`src/rtl/telemetry_frame_packer_pkg.sv`:
```
// Shared constants, event bit positions and FSM state type for the
// telemetry frame packer and its byte selector.
package telemetry_pkg;
    localparam logic [7:0] SOF_BYTE = 8'hA5;

    localparam int EV_COORD = 0;
    localparam int EV_LIGHT = 1;
    localparam int EV_CAR   = 2;
    localparam int EV_HUMAN = 3;
    localparam int EV_SEC   = 4;

    typedef enum logic [2:0] {
        ST_IDLE,
        ST_SOF,
        ST_TYPE,
        ST_BODY,
        ST_CHK
    } state_e;

    // SOF + TYPE + 8 coordinate bytes per ROI + red + green + STATUS + CHK.
    function automatic int frame_len(input int num_roi);
        return 6 + 8 * num_roi;
    endfunction
endpackage

```
`src/rtl/telemetry_frame_packer_frame_byte_mux.sv`:
```
// Selects one body byte of the frame (coordinates, timers, status) from the
// registered snapshot, given its index within the body.
module frame_byte_mux #(
    parameter int NUM_ROI = 1,
    parameter int COORD_W = 10,
    parameter int TIME_W  = 5,
    parameter int IDX_W   = 4
) (
    input  logic [NUM_ROI*4*COORD_W-1:0] roi_coords,
    input  logic [TIME_W-1:0]            red_time,
    input  logic [TIME_W-1:0]            green_time,
    input  logic [7:0]                   status,
    input  logic [IDX_W-1:0]             body_idx,
    output logic [7:0]                   body_byte
);
    localparam int NUM_COORDS  = NUM_ROI * 4;
    localparam int COORD_BYTES = 2 * NUM_COORDS;

    logic [15:0] coord_ext;

    // NOTE: every signal assigned in always_comb gets a default first, so no path leaves it unassigned and no latch is inferred.
    always_comb begin
        coord_ext = '0;
        for (int c = 0; c < NUM_COORDS; c++) begin
            if ((int'(body_idx) >> 1) == c) begin
                coord_ext = 16'(roi_coords[c*COORD_W +: COORD_W]);
            end
        end

        body_byte = 8'h00;
        // Even index carries the high byte of a coordinate, odd index the low byte.
        if (int'(body_idx) < COORD_BYTES) begin
            body_byte = body_idx[0] ? coord_ext[7:0] : coord_ext[15:8];
        end else if (int'(body_idx) == COORD_BYTES) begin
            body_byte = 8'(red_time);
        end else if (int'(body_idx) == COORD_BYTES + 1) begin
            body_byte = 8'(green_time);
        end else if (int'(body_idx) == COORD_BYTES + 2) begin
            body_byte = status;
        end
    end
endmodule

```
`src/rtl/telemetry_frame_packer.sv`:
```
// Snapshots intersection telemetry on event ticks and streams it as a framed,
// XOR-checksummed byte sequence over valid/ready; events during a frame coalesce.
module telemetry_frame_packer
    import telemetry_pkg::*;
#(
    parameter int         NUM_ROI  = 1,
    parameter int         COORD_W  = 10,
    parameter int         TIME_W   = 5,
    parameter logic [4:0] EVENT_EN = 5'b11111
) (
    input  logic                         clk,
    input  logic                         reset,
    input  logic                         ev_coord,
    input  logic                         ev_light,
    input  logic                         ev_warn_car,
    input  logic                         ev_warn_human,
    input  logic                         ev_sec,
    input  logic [NUM_ROI*4*COORD_W-1:0] roi_coords,
    input  logic [TIME_W-1:0]            red_left_time,
    input  logic [TIME_W-1:0]            green_left_time,
    input  logic                         traffic_light,
    input  logic                         traffic_amount,
    input  logic                         warn_car,
    input  logic                         warn_human,
    output logic [7:0]                   tx_data,
    output logic                         tx_valid,
    input  logic                         tx_ready,
    output logic                         busy,
    output logic [15:0]                  frames_sent,
    output logic [7:0]                   coalesced_cnt
);
    localparam int ROI_W    = NUM_ROI * 4 * COORD_W;
    localparam int LAST_IDX = frame_len(NUM_ROI) - 4;
    localparam int IDX_W    = $clog2(LAST_IDX + 2);

    state_e             state_q, state_d;
    logic [IDX_W-1:0]   body_idx_q, body_idx_d, mux_idx;
    logic [7:0]         tx_data_q, tx_data_d, mux_byte;
    logic               tx_valid_q, tx_valid_d, busy_q, busy_d;
    logic               pending_q, pending_d;
    logic [4:0]         ev_acc_q, ev_acc_d, ev_vec;
    logic [7:0]         snap_type_q, snap_type_d, snap_status_q, snap_status_d;
    logic [ROI_W-1:0]   snap_roi_q, snap_roi_d;
    logic [TIME_W-1:0]  snap_red_q, snap_red_d, snap_green_q, snap_green_d;
    logic [7:0]         chk_q, chk_d, coal_q, coal_d;
    logic [15:0]        frames_q, frames_d;
    logic               trigger, accept, do_snap;

    always_comb begin
        ev_vec           = '0;
        ev_vec[EV_COORD] = ev_coord;
        ev_vec[EV_LIGHT] = ev_light;
        ev_vec[EV_CAR]   = ev_warn_car;
        ev_vec[EV_HUMAN] = ev_warn_human;
        ev_vec[EV_SEC]   = ev_sec;
    end

    assign trigger = |(ev_vec & EVENT_EN);
    assign accept  = tx_valid_q && tx_ready;
    assign mux_idx = (state_q == ST_TYPE) ? '0 : body_idx_q + IDX_W'(1);

    frame_byte_mux #(
        .NUM_ROI (NUM_ROI),
        .COORD_W (COORD_W),
        .TIME_W  (TIME_W),
        .IDX_W   (IDX_W)
    ) u_byte_mux (
        .roi_coords (snap_roi_q),
        .red_time   (snap_red_q),
        .green_time (snap_green_q),
        .status     (snap_status_q),
        .body_idx   (mux_idx),
        .body_byte  (mux_byte)
    );

    always_comb begin
        state_d       = state_q;
        body_idx_d    = body_idx_q;
        tx_data_d     = tx_data_q;
        tx_valid_d    = tx_valid_q;
        pending_d     = pending_q;
        ev_acc_d      = ev_acc_q | ev_vec;
        snap_type_d   = snap_type_q;
        snap_roi_d    = snap_roi_q;
        snap_red_d    = snap_red_q;
        snap_green_d  = snap_green_q;
        snap_status_d = snap_status_q;
        chk_d         = chk_q;
        frames_d      = frames_q;
        coal_d        = coal_q;
        do_snap       = 1'b0;

        if (state_q != ST_IDLE && trigger) begin
            if (!pending_q) begin
                pending_d = 1'b1;
            end else if (coal_q != 8'hFF) begin
                coal_d = coal_q + 8'd1;
            end
        end

        case (state_q)
            ST_IDLE: do_snap = trigger;
            ST_SOF: if (accept) begin
                state_d   = ST_TYPE;
                tx_data_d = snap_type_q;
                chk_d     = 8'h00;
            end
            ST_TYPE: if (accept) begin
                state_d    = ST_BODY;
                body_idx_d = '0;
                tx_data_d  = mux_byte;
                chk_d      = chk_q ^ tx_data_q;
            end
            ST_BODY: if (accept) begin
                chk_d = chk_q ^ tx_data_q;
                if (body_idx_q == IDX_W'(LAST_IDX)) begin
                    state_d   = ST_CHK;
                    tx_data_d = chk_q ^ tx_data_q;
                end else begin
                    body_idx_d = body_idx_q + IDX_W'(1);
                    tx_data_d  = mux_byte;
                end
            end
            ST_CHK: if (accept) begin
                frames_d = frames_q + 16'd1;
                // Pending work (or a same-cycle trigger) chains straight into a new frame.
                if (pending_d) begin
                    do_snap = 1'b1;
                end else begin
                    state_d    = ST_IDLE;
                    tx_valid_d = 1'b0;
                    tx_data_d  = 8'h00;
                end
            end
            default: state_d = ST_IDLE;
        endcase

        if (do_snap) begin
            state_d       = ST_SOF;
            tx_data_d     = SOF_BYTE;
            tx_valid_d    = 1'b1;
            pending_d     = 1'b0;
            ev_acc_d      = '0;
            snap_type_d   = {3'b000, ev_acc_q | ev_vec};
            snap_roi_d    = roi_coords;
            snap_red_d    = red_left_time;
            snap_green_d  = green_left_time;
            snap_status_d = {4'b0000, traffic_amount, warn_human, warn_car, traffic_light};
        end

        busy_d = (state_d != ST_IDLE);
    end

    // NOTE: sequential state uses non-blocking assignments so every flop samples pre-edge values regardless of statement order.
    always_ff @(posedge clk) begin
        if (reset) begin
            state_q       <= ST_IDLE;
            body_idx_q    <= '0;
            tx_data_q     <= 8'h00;
            tx_valid_q    <= 1'b0;
            busy_q        <= 1'b0;
            pending_q     <= 1'b0;
            ev_acc_q      <= '0;
            snap_type_q   <= 8'h00;
            snap_roi_q    <= '0;
            snap_red_q    <= '0;
            snap_green_q  <= '0;
            snap_status_q <= 8'h00;
            chk_q         <= 8'h00;
            frames_q      <= 16'h0000;
            coal_q        <= 8'h00;
        end else begin
            state_q       <= state_d;
            body_idx_q    <= body_idx_d;
            tx_data_q     <= tx_data_d;
            tx_valid_q    <= tx_valid_d;
            busy_q        <= busy_d;
            pending_q     <= pending_d;
            ev_acc_q      <= ev_acc_d;
            snap_type_q   <= snap_type_d;
            snap_roi_q    <= snap_roi_d;
            snap_red_q    <= snap_red_d;
            snap_green_q  <= snap_green_d;
            snap_status_q <= snap_status_d;
            chk_q         <= chk_d;
            frames_q      <= frames_d;
            coal_q        <= coal_d;
        end
    end

    assign tx_data       = tx_data_q;
    assign tx_valid      = tx_valid_q;
    assign busy          = busy_q;
    assign frames_sent   = frames_q;
    assign coalesced_cnt = coal_q;
endmodule
```
`config.mk`:
```
export PLATFORM = sky130hd
export DESIGN_NAME = telemetry_frame_packer
export DESIGN_NICKNAME = d
export VERILOG_FILES = /design/src/rtl/telemetry_frame_packer_pkg.sv /design/src/rtl/telemetry_frame_packer_frame_byte_mux.sv /design/src/rtl/telemetry_frame_packer.sv
export SDC_FILE = /design/constraint.sdc
export NUM_CORES = 1
export LEC_CHECK = 0
export BUFFER_PORTS_ARGS = -buffer_cell sky130_fd_sc_hd__buf_2
export CAP_MARGIN = 5
export CORE_UTILIZATION = 23
export DETAILED_ROUTE_END_ITERATION = 10
export GPL_TIMING_DRIVEN = 1
export PLACE_DENSITY = 0.48
export SYNTH_ARGS = -nofsm -noshare
export SYNTH_HDL_FRONTEND = slang
export SYNTH_SLANG_ARGS = --single-unit
```
`constraint.sdc`:
```
create_clock -name clk -period 6.2 [get_ports clk]
set_input_delay 1.24 -clock clk [delete_from_list [all_inputs] [get_ports clk]]
set_output_delay 1.24 -clock clk [all_outputs]
set_load 0.005 [all_outputs]
```
======== After elaboration in Yosys (flattened, before gate mapping) ========
Cells that the tools add are included.
storage, ports and cells
  flip-flop bits (word level) ............. 114
  bits in latches ......................... 0
  memory bits (writable) .................. 0
  memory bits (read-only) ................. 0
  input port bits ......................... 62
  logic and storage cells ................. 110
  memories ................................ 0
operators by class
  add/subtract/negate cells ............... 3
  multiply operators ...................... 0
  div/mod/pow operators ................... 0
  order comparisons ....................... 1
  eq/ne operators ......................... 25
  shift-type cells ........................ 0
  muxes and demuxes ....................... 41
  bitwise logic cells ..................... 2
  reductions and logical operators ........ 22
operators by type and width
  operator                                                         number
  8-bit 2-to-1 mux                                                 13
  16-bit 2-to-1 mux                                                3
  32-bit logical NOT                                               1
  8-bit one-hot mux with 4 select lines                            1
  3-bit 2-to-1 mux                                                 7
  4-bit 2-to-1 mux                                                 5
  16-bit by 1-bit adder with 16-bit output, second input constant  1
  4-bit == test, second input constant                             4
  8-bit one-hot mux with 2 select lines                            1
  3-bit inequality test, second input constant                     5
  3-bit one-hot mux with 5 select lines                            1
  2-bit inequality test, second input constant                     7
  6-bit AND reduction                                              2
  10-bit 2-to-1 mux                                                1
  3-bit by 2-bit == test with 1-bit output, second input constant  3
  3-bit == test, second input constant                             3
  3-bit AND reduction                                              3
  8-bit by 1-bit adder with 8-bit output, second input constant    1
  8-bit inequality test, second input constant                     1
  4-bit one-hot mux with 2 select lines                            1
  2-bit nonzero test                                               4
  8-bit XOR                                                        1
  1-bit 2-to-1 mux                                                 7
  3-bit nonzero test                                               2
  14 further kinds                                                 16

======== Logic depth before layout (Yosys ltp) ========
  depth after elaboration ................. 13
  mapped depth ............................ 11

======== Cells and area by module ========
From an unflattened synthesis, not the netlist that was laid out.
second synthesis, totals
  cells, all modules ...................... 649
  area total of the unflattened synthesis .. 5,178.7 sq um
by module, submodules not included
  module                  times used  cells an instance  area an instance (sq um)  sequential area each (sq um)
  telemetry_frame_packer  1           580                4,667.0                   2,282.2
  frame_byte_mux          1           69                 511.7                     0.0

======== Worst setup path after synthesis ========
Ideal clock, no wire load.
  path type ............................... input to register
  from .................................... input port ev_light
  to ...................................... register busy_q, in the netlist busy
  library setup time ...................... 0.127 ns
  arrival ................................. 2.591 ns
  path slack .............................. 3.482 ns
  stages on the path ...................... 6
  path buffers ............................ 0
  cell sequence ........................... or4_4 -> nor2_4 -> o21bai_1 -> nor3_1 -> nor3_2 -> or3_1
between the ends
  word-level cells in the longest chain between the ends .. 8
RTL lines
  item                                                                                            line                           text
  start: declaration                                                                              telemetry_frame_packer.sv:14   input logic ev_light,
  5-bit OR reduction (*)                                                                          telemetry_frame_packer.sv:58   assign trigger = |(ev_vec & EVENT_EN);
  1-bit logical AND                                                                               telemetry_frame_packer.sv:93   if (state_q != ST_IDLE && trigger) begin
  1-bit 2-to-1 mux                                                                                telemetry_frame_packer.sv:93
  3-bit 2-to-1 mux or 1-bit 2-to-1 mux (tied branches)                                            telemetry_frame_packer.sv:127  if (pending_d) begin
  3-bit 2-to-1 mux or 1-bit 2-to-1 mux (tied branches)                                            telemetry_frame_packer.sv:124  ST_CHK: if (accept) begin
  3-bit one-hot mux with 5 select lines or 1-bit one-hot mux with 2 select lines (tied branches)  telemetry_frame_packer.sv:101  case (state_q)
  3-bit 2-to-1 mux (*)                                                                            telemetry_frame_packer.sv:138  if (do_snap) begin
  3-bit nonzero test (*)                                                                          telemetry_frame_packer.sv:151  busy_d = (state_d != ST_IDLE);
  end signal: assignment                                                                          telemetry_frame_packer.sv:177  busy_q <= busy_d;
  end: declaration                                                                                telemetry_frame_packer.sv:39   logic tx_valid_q, tx_valid_d, busy_q, busy_d;
Mark *: on every way between the ends. The rest lies on a longest branch, timed or not.
A chain may end at the register's enable or synchronous reset.

======== Worst setup path after layout ========
  from .................................... register body_idx_q[0]
  to ...................................... register tx_data_q[2], in the netlist tx_data[2]
between the ends
  word-level cells in the longest chain between the ends .. 13
RTL lines
  item                                       line                                         text
  start: declaration                         telemetry_frame_packer.sv:37                 logic [IDX_W-1:0] body_idx_q, body_idx_d, mux_idx;
  start signal: assignment                   telemetry_frame_packer.sv:174                body_idx_q <= body_idx_d;
  4-bit by 1-bit adder with 4-bit output     telemetry_frame_packer.sv:60                 assign mux_idx = (state_q == ST_TYPE) ? '0 : body_idx_q + IDX_W'(1);
  4-bit 2-to-1 mux                           telemetry_frame_packer.sv:60
  32-bit logical NOT                         telemetry_frame_packer_frame_byte_mux.sv:25  if ((int'(body_idx) >> 1) == c) begin
  10-bit 2-to-1 mux                          telemetry_frame_packer_frame_byte_mux.sv:25
  16-bit 2-to-1 mux (3 in a row)             telemetry_frame_packer_frame_byte_mux.sv:25
  8-bit 2-to-1 mux                           telemetry_frame_packer_frame_byte_mux.sv:33  body_byte = body_idx[0] ? coord_ext[7:0] : coord_ext[15:8];
  8-bit 2-to-1 mux                           telemetry_frame_packer_frame_byte_mux.sv:32  if (int'(body_idx) < COORD_BYTES) begin
  8-bit 2-to-1 mux                           telemetry_frame_packer.sv:116                if (body_idx_q == IDX_W'(LAST_IDX)) begin
  8-bit 2-to-1 mux                           telemetry_frame_packer.sv:114                ST_BODY: if (accept) begin
  8-bit one-hot mux with 4 select lines (*)  telemetry_frame_packer.sv:101
  8-bit 2-to-1 mux (*)                       telemetry_frame_packer.sv:138
  end signal: assignment                     telemetry_frame_packer.sv:175                tx_data_q <= tx_data_d;
  end: declaration                           telemetry_frame_packer.sv:38                 logic [7:0] tx_data_q, tx_data_d, mux_byte;
Mark *: on every way between the ends. The rest lies on a longest branch, timed or not. The select of a mux whose other input is x is not followed.

==> results.toml <==
[power_and_ir_drop]
total_power_uw = 1950
power-per-cell-area_nw_per_um2 = 296
peakVddDrop_v = 0.000184
power.leakage_uw = 0.00257

[sta]
period_share_pct = 51.8
tightest_slew_ns = 1.30
setup_violations = 0
fmax_ghz = 0.312
slew_headroom_pct = 13.4
period_needed_ns = 3.21
skew_ns = 0.00622
fin_setup_tns_ns = 0
hold_viol = 0
rsz0062_at_grt = "false"
slew_viol_final = 0

[synth]
netlist.area_leader.share_pct = 42.6
yosysTopAreaCell = "dfxtp_1"
async_flop_share_pct = 0
synth.cell_area_um2 = 5350
synth.top_cells.by_count = "nand2_1, dfxtp_1, a21oi_1, nor2_1, clkbuf_1"
synth.most_common_cell = "nand2_1"
ys_ff_latch = 114
netlist_instances = 665
ys_types = 75
yosysWarnings = 0
syn_nets = 731
synth.top_cells.by_area = "dfxtp_1, nand2_1, a21oi_1, nor2_1, xor2_1"
synth-seq-area-share_pct = 42.6
syn_area_per_cell_um2 = 8.05
synth-edff-count = 0
synth_ff_type = "dfxtp_1"

[critical_path]
cp.required_ns = 6.48
worstSetupEndpointType = "flip-flop"
reg2reg_setup_slack_ns = 2.99
cp-start-kind = "flip-flop"
rr_worst_depth = 8
arrival_ns = 3.49
crit_fanout = 28
critPathKind = "flip-flop to flip-flop"

[floorplanning]
core_area_um2 = 22700
die_h_um = 155
die_w_um = 155
io_pins = 96
rows = 55
initial_utilization_pct = 23.6
die-area_um2 = 23900

[clock_network]
clock_path_buffers = 2
h-tree-depth = 4
cts_buffers = 17
post_cts_buffers = 0
cts.sinks = 114
hold_buffers = 0
cts_tree = "built"
cts.reportedPaths.clkPinSlew_ns = 0.06
cts_root_buffer = "clkbuf_16"
cts_resized = 0
worstSkewPairLatency_ns = 0.42

[route]
viasPerCell = 4.59
dr.pass1.iters = 4
wire_per_inst_um = 14.7
wirelength_um = 15300
drtAntennaViolNets = 0
dr_total_vias = 4754
drt-initial-drc-count = 272
drc = 0

[finish]
antenna_cells = 0
drive_gt1_share_pct = 20.4
syn_to_final_growth_pct = 23.1
nNetsFinal = 805

[placed_design]
hpwl_um = 10700
gp_routability_congestion = 0.765
port_buffers = 95

[flow_run]
max_cap_violations = 0

[grt]
grt_usage_pct = 13.2
antenna_found_initial = 0
grt_max_degree = 57
grt_pass1_wl_um = 24500
grt-ovfl-total = 0
grt_pass1_vias = 4563

[worst_hold_path]
worstHoldPathCells = 2
hold_path_class = "flip-flop to flip-flop"

[outcome]
outcome = "finished clean"
==> registers in the layout, indices dropped and copies added, names as in the netlist <==
register,flops
tx_valid,1
snap_green_q,5
snap_red_q,5
frames_sent,16
state_q,3
snap_type_q,5
tx_data,8
pending_q,1
snap_status_q,4
snap_roi_q,40
ev_acc_q,5
body_idx_q,4
busy,1
coalesced_cnt,8
chk_q,8
==> worst max-delay path: stages (launching register included) <==
cell and delay (ns):
dfxtp_1 0.71, inv_1 0.24, ha_1 1.02, mux2i_1 0.29
nor2_1 0.06, a31oi_1 0.28, o211ai_1 0.18, a31oi_1 0.19
a211oi_2 0.09
==> report_power, final <==
part	leakage, uW	internal [uW]	switching [uW]
Sequential	0.000934	773	26.9
Clock	0.000286	636	345
Combinational	0.00135	64.5	106
Total	0.00257	1470	478
==> cell families (layout without fill, tap and decap cells) <==
kind of cell | after synthesis | after routing | share of synthesized area, %
DFF | 114 | 114 | 42.6
adders and majority gates | 4 | 4 | 0.935
buffers and inverters | 55 | 140 | 4.89
AOI/OAI and AO/OA | 175 | 175 | 20.3
and+or+nand+nor | 283 | 283 | 24.9
muxes | 8 | 8 | 1.75
xor gates and xnor gates | 26 | 26 | 4.61
==> metrics by stage <==
stage / util (%) / cell area (um2) / hold slack, ns / setup WS, ns / std cells
2_1_floorplan: - / 5350 / 0.422 / 3.48 / 665
3_3_place_gp: 26.5 / 6010 / 0.443 / 2.71 / 1005
3_5_place_dp: 26.5 / 6010 / 0.446 / 2.58 / 1005
4_1_cts: 29.0 / 6590 / 0.454 / 2.99 / 1035
5_1_grt: 29.0 / 6590 / 0.469 / 2.73 / 1035
6_report: 29.0 / 6590 / 0.452 / 2.99 / 1035
==> area by class of cell <==
class / count / area [um2]
clock buffer: 20 / 447
clock inverter: 10 / 135
fill: 2490 / 16100
inverter: 11 / 41.3
multi-input combinational: 496 / 2820
sequential: 114 / 2280
tap: 285 / 357
timing repair buffer: 99 / 508
==> routing by layer <==
metal | up-vias | global-route usage [%] | wire length, um
met5 | - | 0 | 0
met3 | 15 | 3.03 | 633
li1 | 2466 | - | -
met4 | 0 | 4.53 | 168
met1 | 2186 | 18.4 | 7800
met2 | 87 | 19.8 | 6660
==> final timing paths <==
check	from	endpoint
setup reg to reg	body_idx_q[0]	tx_data[2]
setup / recovery	body_idx_q[0]	tx_data[2]
hold reg to reg	snap_roi_q[3]	snap_roi_q[3]
hold / removal	snap_roi_q[3]	snap_roi_q[3]
==> layout by cell type, fill, tap and decap left out, types with 9 or more instances in the layout <==
master     count
or3_1          9
dfxtp_1      114
nor3_1        13
nor2_1        74
xor2_1        17
inv_1         11
clkbuf_16     17
a21oi_1       89
o21ai_0       20
nand3_1       12
buf_2         94
nand2_1      127
No activity file was read; power rests on OpenSTA's default activity.
